**src/rtl/link_tx_scheduler.sv**
```systemverilog
// -----------------------------------------------------------------------------
// link_tx_scheduler
//
// Transmit-side controller for the messenger link. Two byte requesters share
// one encrypt-and-serialize path:
//   ch0 : keyboard characters
//   ch1 : control / ack bytes
// A round-robin arbiter picks a requester while the line is idle. The granted
// byte is run through the team cipher and then shifted out as a framed
// character by an explicit frame FSM:
//   IDLE -> START -> DATA (8 bits, LSB first) -> [PARITY] -> STOP -> IDLE
// Every non-IDLE bit period lasts CLKS_PER_BIT clock cycles.
//
// Optional build macro:
//   LINK_TX_PARITY_EN : inserts a PARITY state between DATA and STOP that
//                       drives the even-parity bit (XOR of enc_byte). Frames
//                       grow from 10 to 11 bit periods. When undefined, no
//                       parity state or parity logic exists.
//
// Parameters:
//   CLKS_PER_BIT : clock cycles per serial bit, 1..255
//   KEY          : private XOR key applied after bit scrambling
//
// Ports:
//   clock       in   system clock, rising edge
//   reset       in   synchronous, active-high reset
//   req0_valid  in   ch0 has a byte
//   req0_data   in   ch0 plaintext byte [7:0]
//   req0_ready  out  ch0 byte accepted on this edge when valid & ready
//   req1_valid  in   ch1 has a byte
//   req1_data   in   ch1 plaintext byte [7:0]
//   req1_ready  out  ch1 byte accepted on this edge when valid & ready
//   serial_out  out  framed serial line, idles at 1
//   busy        out  a frame is in progress (state != IDLE)
//   grant_id    out  channel owning the current / most recent frame
//   frame_done  out  one-cycle pulse during the last cycle of the stop bit
//   enc_byte    out  encrypted byte of the current frame (monitor tap)
//
// Handshake: a byte transfers on a rising clock edge where reqN_valid and
// reqN_ready are both high. ready is raised only in IDLE and only for the
// channel the arbiter picked, so at most one ready is ever high. A requester
// that is not ready may change or drop valid/data freely; nothing is taken
// from it until it sees its own ready.
// -----------------------------------------------------------------------------
module link_tx_scheduler #(
  parameter int unsigned CLKS_PER_BIT = 1,
  parameter logic [7:0]  KEY          = 8'd43
) (
  input  logic       clock,
  input  logic       reset,
  input  logic       req0_valid,
  input  logic [7:0] req0_data,
  output logic       req0_ready,
  input  logic       req1_valid,
  input  logic [7:0] req1_data,
  output logic       req1_ready,
  output logic       serial_out,
  output logic       busy,
  output logic       grant_id,
  output logic       frame_done,
  output logic [7:0] enc_byte
);

  // Explicit encodings keep the state values stable whether or not the
  // parity state is compiled in.
  typedef enum logic [2:0] {
    S_IDLE   = 3'd0,
    S_START  = 3'd1,
    S_DATA   = 3'd2,
`ifdef LINK_TX_PARITY_EN
    S_PARITY = 3'd3,
`endif
    S_STOP   = 3'd4
  } state_t;

  localparam logic [7:0] TIMER_LAST = 8'(CLKS_PER_BIT - 1);

  // Frame FSM state and its datapath registers.
  state_t     state_q,      state_d;
  logic [7:0] bit_timer_q,  bit_timer_d;
  logic [2:0] bit_idx_q,    bit_idx_d;
  logic [7:0] enc_q,        enc_d;
  logic       grant_q,      grant_d;
  logic       last_grant_q, last_grant_d;

  logic       idle;
  logic       bit_end;
  logic       pick1;
  logic       accept;

  // Team cipher: invert bits 0/2/4/6, swap positions 1 <- 3 <- 5 <- 1,
  // keep bit 7, then XOR with the key.
  function automatic logic [7:0] cipher(input logic [7:0] m);
    logic [7:0] t;
    t = {m[7], ~m[6], m[1], ~m[4], m[5], ~m[2], m[3], ~m[0]};
    return t ^ KEY;
  endfunction

  assign idle = (state_q == S_IDLE);

  // End of the current bit period. With one clock per bit every cycle ends a
  // bit, so the timer is never consulted and folds away.
  assign bit_end = (CLKS_PER_BIT == 1) ? 1'b1 : (bit_timer_q == TIMER_LAST);

  // Round-robin pick: a lone valid wins; on a tie the channel that did not
  // own the previous frame wins. last_grant resets to 1 so ch0 wins first.
  assign pick1 = req1_valid & (~req0_valid | ~last_grant_q);

  assign req0_ready = idle & req0_valid & ~pick1;
  assign req1_ready = idle & pick1;

  assign accept = (req0_valid & req0_ready) | (req1_valid & req1_ready);

  assign busy     = ~idle;
  assign grant_id = grant_q;
  assign enc_byte = enc_q;

  // Next-state, datapath and line-level logic.
  always_comb begin
    state_d      = state_q;
    bit_timer_d  = bit_timer_q;
    bit_idx_d    = bit_idx_q;
    enc_d        = enc_q;
    grant_d      = grant_q;
    last_grant_d = last_grant_q;
    serial_out   = 1'b1;
    frame_done   = 1'b0;

    // Bit timer runs in every non-idle state and wraps at each bit boundary.
    if (!idle) begin
      bit_timer_d = bit_end ? 8'd0 : (bit_timer_q + 8'd1);
    end

    case (state_q)
      S_IDLE: begin
        bit_timer_d = 8'd0;
        bit_idx_d   = 3'd0;
        if (accept) begin
          enc_d        = cipher(pick1 ? req1_data : req0_data);
          grant_d      = pick1;
          last_grant_d = pick1;
          state_d      = S_START;
        end
      end

      S_START: begin
        serial_out = 1'b0;
        if (bit_end) begin
          state_d = S_DATA;
        end
      end

      S_DATA: begin
        serial_out = enc_q[bit_idx_q];
        if (bit_end) begin
          bit_idx_d = bit_idx_q + 3'd1;
          if (bit_idx_q == 3'd7) begin
`ifdef LINK_TX_PARITY_EN
            state_d = S_PARITY;
`else
            state_d = S_STOP;
`endif
          end
        end
      end

`ifdef LINK_TX_PARITY_EN
      S_PARITY: begin
        serial_out = ^enc_q;
        if (bit_end) begin
          state_d = S_STOP;
        end
      end
`endif

      S_STOP: begin
        serial_out = 1'b1;
        if (bit_end) begin
          frame_done = 1'b1;
          state_d    = S_IDLE;
        end
      end

      default: begin
        state_d = S_IDLE;
      end
    endcase
  end

  // State register. Reset drops any in-flight byte without a frame_done.
  always_ff @(posedge clock) begin
    if (reset) begin
      state_q      <= S_IDLE;
      bit_timer_q  <= 8'd0;
      bit_idx_q    <= 3'd0;
      enc_q        <= 8'd0;
      grant_q      <= 1'b0;
      last_grant_q <= 1'b1;
    end else begin
      state_q      <= state_d;
      bit_timer_q  <= bit_timer_d;
      bit_idx_q    <= bit_idx_d;
      enc_q        <= enc_d;
      grant_q      <= grant_d;
      last_grant_q <= last_grant_d;
    end
  end

endmodule

```
**config.mk**
```make
export PLATFORM = sky130hd
export DESIGN_NAME = link_tx_scheduler
export DESIGN_NICKNAME = d
export VERILOG_FILES = /design/src/rtl/link_tx_scheduler.sv
export SDC_FILE = /design/constraint.sdc
export NUM_CORES = 1
export LEC_CHECK = 0
export CAP_MARGIN = 10
export CORE_MARGIN = 2
export CORE_UTILIZATION = 39
export CTS_BUF_LIST = sky130_fd_sc_hd__clkbuf_2 sky130_fd_sc_hd__clkbuf_4 sky130_fd_sc_hd__clkbuf_8
export CTS_CLUSTER_DIAMETER = 40
export CTS_CLUSTER_SIZE = 30
export DETAILED_ROUTE_END_ITERATION = 12
export PLACE_DENSITY = 0.77
export SLEW_MARGIN = 25
export SYNTH_ARGS = -nofsm -noshare
export SYNTH_HDL_FRONTEND = slang
export SYNTH_SLANG_ARGS = --single-unit
export TNS_END_PERCENT = 50
```
**constraint.sdc**
```tcl
create_clock -name clock -period 1.3 [get_ports clock]
set_clock_uncertainty 0.05 [all_clocks]
set_input_delay 0.195 -clock clock [delete_from_list [all_inputs] [get_ports clock]]
set_output_delay 0.195 -clock clock [all_outputs]
set_load 0.1 [all_outputs]
```
Word-level counts from Yosys, hierarchy flattened. Index checks and enable logic that the tools add are counted.

Register bits: 16. Memory bits (writable): 0. Word-level logic and storage cells: 43. Latch bits: 0. Memories kept: 0. Bits in read-only memories: 0.

Equality and inequality tests: 6. Magnitude comparators: 1. Bitwise operators: 17. Div/mod/pow operators: 0. $add $sub $neg: 1. $mul: 0. Shifts and indexed selects: 0. Multiplexer cells: 9. Reductions and logical operators: 4.

Operators by type and width (number): case mux 3 bit (3 select lines) (1); two-way mux 8 bit (1); NOT 1 bit (8); bitwise AND 1 bit (6); == test 3 bit (second input constant) (2); two-way mux 3 bit (2); case mux 3 bit (2 select lines) (1); less-than comparator 3 x 4 -> 1 bit (second input constant) (1); NOT 4 bit (1); AND reduction 2 bit (2); adder 3 x 1 -> 3 bit (second input constant) (1); binary-select mux 1 bit (select 3 bit) (1); == test 3 x 1 -> 1 bit (second input constant) (1); == test 3 x 2 -> 1 bit (second input constant) (1); zero test 3 bit (1); two-way mux 1 bit (2); inequality test 2 x 1 -> 1 bit (second input constant) (1); inequality test 2 bit (second input constant) (1); bitwise OR 1 bit (2); case mux 1 bit (2 select lines) (1); nonzero test 2 bit (1).

Depth between registers and ports, before layout.
Depth in word-level cells: 9. Gate-level depth with buffers: 6.

Least setup slack after synthesis. Ideal clock, no wire load.

Path kind: register to output. From: register enc_q[7], in the netlist enc_byte[7]. To: output port serial_out. Data arrival time: 3.116 ns. Required time: 1.055 ns. Stages on the path, launching flop included: 4. Slack: -2.061 ns. Cell sequence: dfxtp_1 > mux2i_1 > mux4_2 > a32oi_1.

Cells in the longest elaborated chain, start to end: 3.

RTL lines: start: declaration (line 82) `logic [7:0] enc_q, enc_d;`; start signal: assignment (line 203) `enc_q <= enc_d;`; binary-select mux 1 bit (select 3 bit) (line 154) `serial_out = enc_q[bit_idx_q];`; two-way mux 1 bit (not written as such) (line 154); case mux 1 bit (2 select lines) (line 134) `case (state_q)`; end: declaration (line 57) `output logic serial_out,`.

Every way passes these cells. The select of a mux whose other input is x is not followed.

Worst setup path in the final report.
From: register bit_idx_q[0]. To: output port serial_out.

Cells in the longest elaborated chain, start to end: 3.

RTL lines: start: declaration (line 81) `logic [2:0] bit_idx_q, bit_idx_d;`; start signal: assignment (line 202) `bit_idx_q <= bit_idx_d;`; binary-select mux 1 bit (select 3 bit) (line 154); two-way mux 1 bit (not written as such) (line 154); case mux 1 bit (2 select lines) (line 134).

Every way passes these cells. The select of a mux whose other input is x is not followed.

==> impl_metrics.ini <==
[run_status]
status = finished, violations left
violations = setup timing

[placement]
io_buffers = 33
preCtsSetupSlack_ps = -471
gp_congestion = 0.746
dp_hpwl_microns = 1930
dpl_cell_area_sq_um = 1560

[routing]
vias = 1063
drtAntennaViolNets = 0
first_iter_violations = 30
drt_first_pass_iters = 4
wl_microns = 4370
post_drt_wl_per_cell_microns = 24.0
viasPerCell = 5.84
drc = 0

[setup_path]
worstPathMaxFanout = 5
endpoint_kind = output pin
worst_ep_required_time_ps = 1050
ff2ff_setup_slack_ps = -250
reg2reg_depth = 7
r2r_end = grant_id$_SDFFE_PP0P_
crit_type = register to output pin
cp_data_arrival_time_ps = 1790
start_kind = register
timing.rr.start = state_q[1]$_SDFFE_PP0P_

[global_route]
grt_pass1_wl_microns = 5650
grt_overflow = 0
grt.total_usage_pct = 31.5
antenna_found_initial = 0
grt_max_degree = 10
grt_pass1_vias = 1125

[yosys]
synth_cell_type_count = 24
syn_inst = 89
synth_adder_area_share_pct = 3.09
synth_top_family_by_area = simple AND/OR/NAND/NOR gates
synth_simple_gate_area_share_pct = 17.7
synth_compound_area_share_pct = 15.6
synth_area_sq_um = 811
synth_mux_area_share_pct = 17.6
synthXorXnorAreaFrac_pct = 0
syn_avg_cell_area_sq_um = 9.11
ys_seq_area_share_pct = 39.5
synth_warnings = 0
synth_nets = 111
synth-seq-cells = 16

[sta]
fin_ws_ps = -734
setup_tns_ps = -3940
finalCritPeriodShare_pct = 156
min_period_ps = 2030
rsz0062_at_grt = yes
whs_ps = 473
drv_slew = 0
slew_headroom_pct = 75.0
maxClockFrequency_mhz = 492
hold_violations = 0
worstMarginPinSlew_ps = 374
finalSetupViolations = 16

[floorplanning]
dieHeight_microns = 49.6
start_util_pct = 41.3
ios = 34
die_area_sq_um = 2460
core_area_sq_um = 1960
num_rows = 16
dieWidth_microns = 49.6

[clock_network]
cts_made_buffers = 3
htree_levels = 1
clk_pin_slew_ps = 100
cts_tree = done
cts_root_buffer = clkbuf_4
clock_path_buffers = 2
clock_latency_ps = 310
clock_sinks = 16

[final_layout]
area_growth_pct = 126
stdcell_area_sq_um = 1830
drive_above_1_share_pct = 63.9
fin_nets = 178
diodes = 0

[power]
power.density_nw_per_um2 = 1150
finalPower_mw = 2.10
p_leak_nw = 0.732
peakVddDrop_v = 0.000954

[hold_path]
hold_path.class = input pin to register
worst_hold_path.num_cells = 5
hp-start = req1_valid
min_to = last_grant_q$_SDFFE_PP1P_

[job]
maxCapViolations = 0
==> worst max-delay path by stage <==
stage	startpoint	to	slack (ps)	depth (start not counted)
floorplan	enc_byte[7]$_SDFFE_PP0P_	serial_out	-730	3
global placement	bit_idx_q[0]$_SDFFE_PP0P_	serial_out	-380	4
detailed placement	bit_idx_q[0]$_SDFFE_PP0P_	serial_out	-470	4
CTS	bit_idx_q[0]$_SDFFE_PP0P_	serial_out	-690	4
global route	bit_idx_q[0]$_SDFFE_PP0P_	serial_out	-750	4
finish	bit_idx_q[0]$_SDFFE_PP0P_	serial_out	-730	4
==> where the power goes <==
part           internal, mW  total [mW]  switching (mW)
Combinational         0.500        1.19           0.687
Clock                 0.141       0.329           0.188
Sequential            0.536       0.581          0.0452
==> final cells by class <==
class                   instances  area [sq um]
repair buffers                 67           771
inverters                       2          10.0
multi-input cells              66           624
flip-flops and latches         16           360
fillers                        62           133
well taps                      27          33.8
clock buffers                   4          30.0
==> stage by stage <==
stage	util (%)	cells
5_1_grt	93.2	182
3_3_place_gp	79.3	170
3_5_place_dp	79.3	170
2_1_floorplan	-	89
6_report	93.2	182
4_1_cts	88.1	180
==> cells by family after synthesis <==
logic type / count (synthesis)
mux: 13
buf+inv: 7
fa+ha+maj: 2
compound gates: 21
flops: 16
simple gates: 30
==> registers in the layout (all words and copies together), names as in the netlist <==
register	count
bit_idx_q	3
enc_byte	8
grant_id	1
last_grant_q	1
state_q	3
==> synth_stat cells, drive strengths merged <==
cell type   n  area [sq um]
nand2      14          52.6
a211o       1          8.76
buf         4          41.3
ha          2          25.0
a32oi       2          17.5
a211oi      2          15.0
inv         2          7.51
nor3        1          16.3
o21ai       4          20.0
dfxtp      16           320
nand3       2          10.0
and4b       1          10.0
and2        1          6.26
a21boi      1          7.51
mux4        1          22.5
nand3b      1          7.51
o21a        1          7.51
nor3b       1          7.51
a21oi      10          50.1
nor2        9          33.8
clkbuf      1          3.75
mux2i      12           120
==> cell usage in the layout (no fill, tap or decap), types with 5 or more instances in the layout <==
cell type,n
buf_4,25
clkdlybuf4s50_1,18
buf_6,8
buf_12,15
dfxtp_4,10
mux2i_1,8
a21oi_2,6
nand2_1,8
nor2_1,5
==> worst max-delay path, stage by stage (launching register included) <==
cell	delay [ps]
dfxtp_4	390
mux2i_1	130
mux4_2	510
a32oi_4	240
buf_12	210
==> per-layer routing <==
layer,track usage (%),wire length (microns),share of wire (%),vias up
met5,0,0,0,-
met3,8.48,266,6.1,21
li1,-,-,-,451
met4,17.1,211,4.8,0
met1,34.2,1610,37,520
met2,54.9,2280,52,71
==> repair_timing <==
item                       CTS  global route
pin swaps                   16             4
buffers inserted             6             3
hold buffers                 0             0
gates resized for setup     29            20
cloned                       0             0
setup endpoints to repair   18            21
(Power assumes the default switching activity.)
